==> src/rtl/pe_rf_mp.sv <==
// PE register file: two write ports, N read ports, optional bypass and
// registered read, plus a bulk-clear sequencer that zeroes entries 2..Depth-1.
// Entry 0 reads zero and entry 1 reads the PE ID; writes to either are dropped.

// Per-read-port selection: hardwired entries, then bypass (port 1 priority),
// then stored contents.
module pe_rf_mp_rd_lane #(
  parameter int DW    = 32,
  parameter int DEPTH = 32,
  parameter int AW    = 5,
  parameter logic [DW-1:0] PE_ID = '0
) (
  input  logic [AW-1:0]            rd_addr,
  input  logic [DEPTH-1:0][DW-1:0] mem,
  input  logic                     byp0_act,
  input  logic [AW-1:0]            wr0_addr,
  input  logic [DW-1:0]            wr0_data,
  input  logic                     byp1_act,
  input  logic [AW-1:0]            wr1_addr,
  input  logic [DW-1:0]            wr1_data,
  output logic [DW-1:0]            rd_data
);

  // Later assignments win: port 1 bypass overrides port 0, fixed entries override all.
  always_comb begin
    rd_data = mem[rd_addr];
    if (byp0_act && (wr0_addr == rd_addr)) rd_data = wr0_data;
    if (byp1_act && (wr1_addr == rd_addr)) rd_data = wr1_data;
    if (rd_addr == AW'(0)) rd_data = '0;
    if (rd_addr == AW'(1)) rd_data = PE_ID;
  end

endmodule

module pe_rf_mp #(
  parameter logic [31:0] Para_PE_ID      = 32'h0,
  parameter int          Para_Data_Width = 32,
  parameter int          Para_Depth      = 32,
  parameter int          Para_Num_Rd     = 2,
  parameter int          Para_Rd_Reg     = 0,
  parameter int          Para_Bypass     = 1,
  localparam int         AW              = $clog2(Para_Depth),
  localparam int         DW              = Para_Data_Width
) (
  input  logic                      iClk,
  input  logic                      iRst_n,
  input  logic [Para_Num_Rd*AW-1:0] iRd_Addr,
  output logic [Para_Num_Rd*DW-1:0] oRd_Data,
  input  logic                      iWr0_En,
  input  logic [AW-1:0]             iWr0_Addr,
  input  logic [DW-1:0]             iWr0_Data,
  input  logic                      iWr1_En,
  input  logic [AW-1:0]             iWr1_Addr,
  input  logic [DW-1:0]             iWr1_Data,
  input  logic                      iClr_Req,
  output logic                      oClr_Busy,
  output logic                      oClr_Done,
  output logic                      oWr_Ready
);

  localparam logic [1:0] ST_IDLE  = 2'd0;
  localparam logic [1:0] ST_CLEAR = 2'd1;
  localparam logic [1:0] ST_DONE  = 2'd2;

  localparam logic          BYPASS = (Para_Bypass != 0);
  localparam logic [DW-1:0] PE_ID  = DW'(Para_PE_ID);

  logic [1:0]                       state_q, state_d;
  logic [AW-1:0]                    ptr_q, ptr_d;
  logic [Para_Depth-1:0][DW-1:0]    mem_q, mem_d;
  logic [Para_Num_Rd-1:0][AW-1:0]   rd_addr;
  logic [Para_Num_Rd-1:0][DW-1:0]   rd_sel;
  logic                             wr_ready, wr0_act, wr1_act;

  // Writes are only accepted outside CLEAR and only to writable entries (>= 2).
  assign wr_ready = (state_q != ST_CLEAR);
  assign wr0_act  = iWr0_En & wr_ready & (iWr0_Addr[AW-1:1] != '0);
  assign wr1_act  = iWr1_En & wr_ready & (iWr1_Addr[AW-1:1] != '0);

  assign oClr_Busy = (state_q == ST_CLEAR);
  assign oClr_Done = (state_q == ST_DONE);
  assign oWr_Ready = wr_ready;

  // Clear sequencer: walk pointer from 2 to Depth-1, then a single DONE cycle.
  always_comb begin
    state_d = state_q;
    ptr_d   = ptr_q;
    case (state_q)
      ST_IDLE: begin
        if (iClr_Req) begin
          state_d = ST_CLEAR;
          ptr_d   = AW'(2);
        end
      end
      ST_CLEAR: begin
        ptr_d = ptr_q + AW'(1);
        if (ptr_q == AW'(Para_Depth - 1)) state_d = ST_DONE;
      end
      ST_DONE: state_d = ST_IDLE;
      default: state_d = ST_IDLE;
    endcase
  end

  // Storage update: port 1 applied after port 0 so it wins on address collision;
  // clear and writes are mutually exclusive since writes are gated during CLEAR.
  always_comb begin
    mem_d = mem_q;
    if (wr0_act) mem_d[iWr0_Addr] = iWr0_Data;
    if (wr1_act) mem_d[iWr1_Addr] = iWr1_Data;
    if (state_q == ST_CLEAR) mem_d[ptr_q] = '0;
  end

  // State, pointer and storage flops; reset zeroes everything and aborts a clear.
  always_ff @(posedge iClk or negedge iRst_n) begin
    if (!iRst_n) begin
      state_q <= ST_IDLE;
      ptr_q   <= '0;
      mem_q   <= '0;
    end else begin
      state_q <= state_d;
      ptr_q   <= ptr_d;
      mem_q   <= mem_d;
    end
  end

  assign rd_addr = iRd_Addr;

  for (genvar k = 0; k < Para_Num_Rd; k++) begin : g_lane
    pe_rf_mp_rd_lane #(
      .DW    (DW),
      .DEPTH (Para_Depth),
      .AW    (AW),
      .PE_ID (PE_ID)
    ) u_lane (
      .rd_addr  (rd_addr[k]),
      .mem      (mem_q),
      .byp0_act (wr0_act & BYPASS),
      .wr0_addr (iWr0_Addr),
      .wr0_data (iWr0_Data),
      .byp1_act (wr1_act & BYPASS),
      .wr1_addr (iWr1_Addr),
      .wr1_data (iWr1_Data),
      .rd_data  (rd_sel[k])
    );
  end

  if (Para_Rd_Reg != 0) begin : g_rd_reg
    logic [Para_Num_Rd-1:0][DW-1:0] rd_q, rd_d;
    assign rd_d = rd_sel;
    // Registered read: selection captured at the edge, visible one cycle later.
    always_ff @(posedge iClk or negedge iRst_n) begin
      if (!iRst_n) rd_q <= '0;
      else         rd_q <= rd_d;
    end
    assign oRd_Data = rd_q;
  end else begin : g_rd_comb
    assign oRd_Data = rd_sel;
  end

endmodule
==> config.mk <==
export PLATFORM = sky130hd
export DESIGN_NAME = pe_rf_mp
export DESIGN_NICKNAME = d
export VERILOG_FILES = /design/src/rtl/pe_rf_mp.sv
export SDC_FILE = /design/constraint.sdc
export NUM_CORES = 2
export LEC_CHECK = 0
export ABC_CLOCK_PERIOD_IN_PS = 4070
export CORE_MARGIN = 2
export CORE_UTILIZATION = 60
export DETAILED_ROUTE_END_ITERATION = 7
export PLACE_DENSITY_LB_ADDON = 0.2
export RECOVER_POWER = 50
export SLEW_MARGIN = 10
export SYNTH_ARGS = -nofsm -noshare
export SYNTH_HDL_FRONTEND = slang
export SYNTH_SLANG_ARGS = --single-unit
export TNS_END_PERCENT = 10
==> constraint.sdc <==
create_clock -name iClk -period 4.07 [get_ports iClk]
set_input_delay 0.814 -clock iClk [delete_from_list [all_inputs] [get_ports iClk]]
set_output_delay 0.814 -clock iClk [all_outputs]
set_load 0.02 [all_outputs]
=== Word-level counts from Yosys, hierarchy flattened ===
Cells that the tools add are included.
Widths: inputs -> output; s select.

* Flip-flop bits (word level): 1,031
* Input port bits: 89
* Output and inout port bits: 67
* Word-level logic and storage cells: 104

* $add $sub $neg: 1
* Order comparisons: 8
* Equal/unequal tests: 12
* Multiplexer cells: 28
* Bitwise logic cells: 6
* Reduce and logical (&&, ||, !) cells: 15

{| class="wikitable"
|+ Operator list
! kind !! number
|-
| $mux 1024 || 3
|-
| $bwmux 1024 || 2
|-
| $and 1024x1024->1024 || 1
|-
| $not 1024->1024 || 1
|-
| $demux 32 s5 || 3
|-
| $mux 32 || 13
|-
| $bmux 32 s5 || 2
|-
| $lt 5x6->1 const B || 5
|-
| $eq 5x5->1 || 4
|-
| $ge 5x1->1 const B || 3
|-
| $eq 5x1->1 const B || 2
|-
| $logic_not 5->1 || 2
|-
| $pmux 5 s2 || 1
|-
| $reduce_bool 4->1 || 2
|-
| $logic_and 1x1->1 || 7
|-
| $add 5x1->5 const B || 1
|-
| $eq 5x5->1 const B || 1
|-
| $mux 5 || 1
|-
| $and 1x1->1 || 4
|-
| $mux 2 || 2
|-
| $ne 2x1->1 const B || 2
|-
| $pmux 2 s2 || 1
|-
| $reduce_and 2->1 || 2
|-
| $eq 2x1->1 const B || 1
|-
| other kinds (4) || 4
|}

=== Longest topological paths before layout ===
* Word-level depth: 10
* Gate-level depth with buffers: 11
* Depth with buffers taken out: 6

=== By module ===
From an unflattened synthesis, not the netlist that was laid out.

* Cells, all modules: 7,157
* Area, all modules: 67,452.2 um2

{| class="wikitable"
|+ By module, submodules not included
! module !! times used !! cells each !! area an instance (um2) !! seq. area each (um2)
|-
| pe_rf_mp || 1 || 5,511 || 49,274.8 || 25,799.7
|-
| pe_rf_mp_rd_lane || 2 || 823 || 9,088.7 || 0.0
|}

=== Least setup slack after synthesis ===
OpenSTA, ideal clock, no wires.

* Path type: input to output
* Start point: input iRd_Addr[0]
* End point: output oRd_Data[12]
* Arrival: 2.898 ns
* Required time: 3.256 ns
* Slack: 0.358 ns
* Stages on the path: 7
* Buffers on the path: 3
* Cell sequence: buf_4 > buf_6 > buf_2 > mux4_2 > mux4_2 > a221oi_1 > o21ai_0

* Cells in the longest elaborated chain, start to end: 6
* Elaborated cells on any way between the ends: 12
* Those cells by class: 3 x eq/ne; 6 x mux; 3 x reduce/logical

{| class="wikitable"
|+ RTL lines
! what !! RTL line !! text
|-
| start, declared || 47 || <nowiki>input logic [Para_Num_Rd*AW-1:0] iRd_Addr,</nowiki>
|-
| $bmux 32 s5 or $eq 5x5->1 (tied branches) || 26, 27 ||
|-
| $mux 32 (not written as such) or $logic_and 1x1->1 (tied branches) || 26, 27 ||
|-
| $mux 32 || 27 || <nowiki>if (byp0_act && (wr0_addr == rd_addr)) rd_data = wr0_data;</nowiki>
|-
| $mux 32 || 28 || <nowiki>if (byp1_act && (wr1_addr == rd_addr)) rd_data = wr1_data;</nowiki>
|-
| $mux 32 || 29 || <nowiki>if (rd_addr == AW'(0)) rd_data = '0;</nowiki>
|-
| $mux 32 * || 30 || <nowiki>if (rd_addr == AW'(1)) rd_data = PE_ID;</nowiki>
|-
| end, declared || 48 || <nowiki>output logic [Para_Num_Rd*DW-1:0] oRd_Data,</nowiki>
|}

Every way passes the cells marked *; elsewhere a longest branch is shown, timed or not. The select of a mux whose other input is x is not followed.

=== Worst setup path after layout ===
* Start point: input iRd_Addr[7]
* End point: output oRd_Data[39]

Same word-level chain as after synthesis.

==> results.json <==
{
  "crit_fanout": 14,
  "rsz0062_at_grt": "yes",
  "dieHeight_um": 340,
  "p_total_mw": 40.0,
  "netlist_top_cells_area": "dfrtp_1 38%, mux4_2 17%, mux2i_1 16%",
  "fmax_mhz": 236,
  "maxCapViolCount": 2,
  "synth-seq-cells": 1031,
  "multiInputGateArea_um2": 39100,
  "p_leak_nw": 35.7,
  "fin_skew_ns": 0.0229,
  "seqCellArea_um2": 25800,
  "path_cells": "clkbuf_8 -> buf_4 -> buf_4 -> mux4_2 -> o22ai_2 -> nor3_4 -> a21oi_4 -> nor3_2 -> a221o_2 -> buf_6",
  "worst_pin_slew_ns": 2.53,
  "vias": 62207,
  "crit_family": "simple AND/OR/NAND/NOR gates",
  "overflow": 0,
  "fillers": 8112,
  "clk_pin_slew_ns": 0.06,
  "period_needed_ns": 4.24,
  "ios": 156,
  "fin_ws_ns": -0.170,
  "hold_violations": 0,
  "syn_area_per_cell_um2": 11.0,
  "finalCritPeriodShare": 1.04,
  "yosysSeqAreaShare": 0.381,
  "whs_endpoint": "mem_q[7]$_DFF_PN0_",
  "globalplace.congestion": 1.03,
  "ir_drop_v": 0.000400,
  "die_area_um2": 116000,
  "cp_data_required_time_ns": 3.26,
  "synth_edf_count": 0,
  "mostFrequentLayoutCells": "1111 x mux2i_1, 1031 x dfrtp_1, 1002 x nor2_1",
  "post_drt_wl_per_cell_um": 38.0,
  "critPathMaxStageDelay_ns": 0.56,
  "synth-xor-area-share": 0.00220,
  "core_um2": 112000,
  "syn_inst": 6160,
  "rr_endpoint": "mem_q[808]$_DFF_PN0_",
  "p_per_area_nw_per_um2": 507,
  "rrSetupSlack_ns": 0.64,
  "clock-sinks": 1031,
  "violations": "design-rule violations, max-capacitance violations, max-slew violations, negative setup slack",
  "setup_viol": 9,
  "fp-row-count": 123,
  "synth_area_leader_cell": "dfrtp_1",
  "grt_usage": 0.517,
  "mostFrequentLayoutCell": "mux2i_1",
  "synthArstFlopShare": 1.00,
  "cts_tree": "done",
  "syn-cell-area_um2": 67800,
  "end_kind": "output port",
  "synthSimpleGateAreaFrac": 0.0852,
  "start_kind": "primary input",
  "hp-start": "mem_q[7]$_DFF_PN0_",
  "hold_class": "reg2reg",
  "status": "finished with violations",
  "final_layout_size_suffix_gt1_frac": 0.250,
  "initial_core_util": 0.604,
  "synthAdderAreaFrac": 0.000923,
  "synthFlopType": "dfrtp_1",
  "stdcell_count": 7944,
  "grt_first_pass_wirelength_mm": 432,
  "postRouteAntennaNets": 0,
  "design_area_um2": 78900,
  "crit_top_cell": "buf_4",
  "holdPathStages": 1,
  "hpwl_mm": 184,
  "cts_root_buf": "clkbuf_16",
  "htreeDepth": 3,
  "cp.arrival_ns": 3.43,
  "antenna_found_initial": 12,
  "numCtsBuffers": 114,
  "first_pass_iters": 8,
  "drc": 37,
  "placed_area_um2": 74600,
  "post-place-cells": 7694,
  "timing.rr.start": "state_q[1]$_DFFE_PN0P_",
  "port-buffer-count": 155,
  "synthDominantCellAreaShare": 0.381,
  "routed_wl_mm": 302,
  "synth_compound_area_frac": 0.143,
  "viasPerCell": 7.83,
  "grt_pass1_vias": 61365,
  "cts_buffer_depth": 3,
  "area_delta_synth_final_pct": 16.5,
  "fp.dieW_um": 340,
  "crit_type": "in2out",
  "grt_max_degree": 99,
  "synth_top_family_by_area": "multiplexers",
  "drv_slew": 144,
  "cpMaxStageDelayCell": "nor3_4",
  "rr_worst_depth": 9,
  "nets": 6430,
  "drt_iter0_markers": 9231,
  "synthMuxAreaShare": 0.333,
  "syn_nets": 6254,
  "cp_num_buf_inv": 4,
  "yosysUniqueCellTypes": 64,
  "slew_headroom": -0.690,
  "clock_latency_ns": 0.76,
  "ys_warn_count": 0
}
## how the worst max path moves through the flow
stage                             from            to  slack, ns  depth (start not counted)
final                      iRd_Addr[7]  oRd_Data[39]      -0.17                         10
after global routing       iRd_Addr[0]   oRd_Data[5]      -0.05                          9
after CTS                 iWr1_Addr[1]  oRd_Data[49]      -0.08                         12
after detailed placement   iRd_Addr[6]  oRd_Data[39]      -0.82                         10
after global placement     iRd_Addr[5]  oRd_Data[39]      -0.85                         10
after floorplan            iRd_Addr[0]  oRd_Data[12]       0.36                          7
## power by group
part           leakage [nW]  total [mW]  internal, mW  switching (mW)
registers              14.2        15.9          13.3            2.59
clock network          1.91        10.9          6.24            4.70
logic                  19.6        13.2          6.41            6.76
total                  35.7        40.0          25.9            14.0
## logic make-up after synthesis
| kind of cell | after synthesis |
|---|---|
| compound gates | 1333 |
| xor+xnor | 17 |
| fa+ha+maj | 5 |
| buf+inv | 799 |
| flops | 1031 |
| mux | 1623 |
| simple gates | 1352 |
## Yosys cell counts, drive strengths merged (2+ instances only)
cell / number
nor4b: 4
clkinv: 3
or3b: 2
or4: 2
nand3: 13
mux2i: 1111
or2: 5
and3b: 4
a21oi: 65
a22o: 3
or3: 5
clkbuf: 546
xnor2: 16
o22ai: 42
o21ai: 75
mux4: 507
nor3b: 9
nand2b: 14
a2111oi: 2
nand4: 8
and3: 5
a22oi: 86
nor2b: 25
nor3: 27
nor2: 1048
and2: 72
o31ai: 7
a221oi: 52
and4: 3
nand2: 96
a211oi: 973
a31oi: 6
o211ai: 4
ha: 5
buf: 243
nor4: 3
inv: 7
dfrtp: 1031
mux2: 5
nand3b: 7
a221o: 12
## worst reg2reg max path, delay by kind of cell, from the launching register on
| family | cells | cell delay [ns] |
|---|---|---|
| DFF | 1 | 0.45 |
| buffers and inverters | 3 | 0.74 |
| AOI/OAI and AO/OA | 1 | 0.36 |
| muxes | 1 | 0.16 |
| and+or+nand+nor | 4 | 1.58 |
## layout make-up
type,count,area share
Multi-Input combinational cell,4330,0.495
Sequential cell,1031,0.327
Timing Repair Buffer,849,0.104
Clock buffer,165,0.0428
Tap cell,1500,0.0238
Clock inverter,41,0.00582
Antenna cell,18,0.000571
Inverter,10,0.000492
## metrics by stage
stage	hold slack (ns)	worst slack, ns	TNS [ns]	utilization
global route	0.522	-0.0472	-0.111	0.703
CTS	0.118	-0.0810	-0.437	0.702
global placement	0.484	-0.848	-30.71	0.665
floorplan	0.466	0.358	0	-
detailed placement	0.490	-0.825	-30.55	0.665
finish	0.510	-0.170	-0.512	0.703
## repair_timing
action | CTS | global route
hold buffers | 0 | 0
pin swaps | 10 | 10
setup endpoints to repair | 64 | 63
endpoints found under the hold margin | 0 | 0
gates cloned | 3 | 1
gates resized for setup | 191 | 100
buffers inserted | 16 | 7
## registers in the layout, indices dropped and copies added (netlist names)
name / flops
mem_q: 1024
state_q: 2
ptr_q: 5
## per-layer routing
metal | GRT usage | vias up | routed length (um)
met1 | 0.637 | 30503 | 98900
met2 | 0.693 | 6064 | 120000
li1 | - | 23742 | -
met4 | 0.369 | 16 | 28300
met5 | 0.0167 | - | 374
met3 | 0.266 | 1882 | 54600
(Power assumes the default switching activity.)
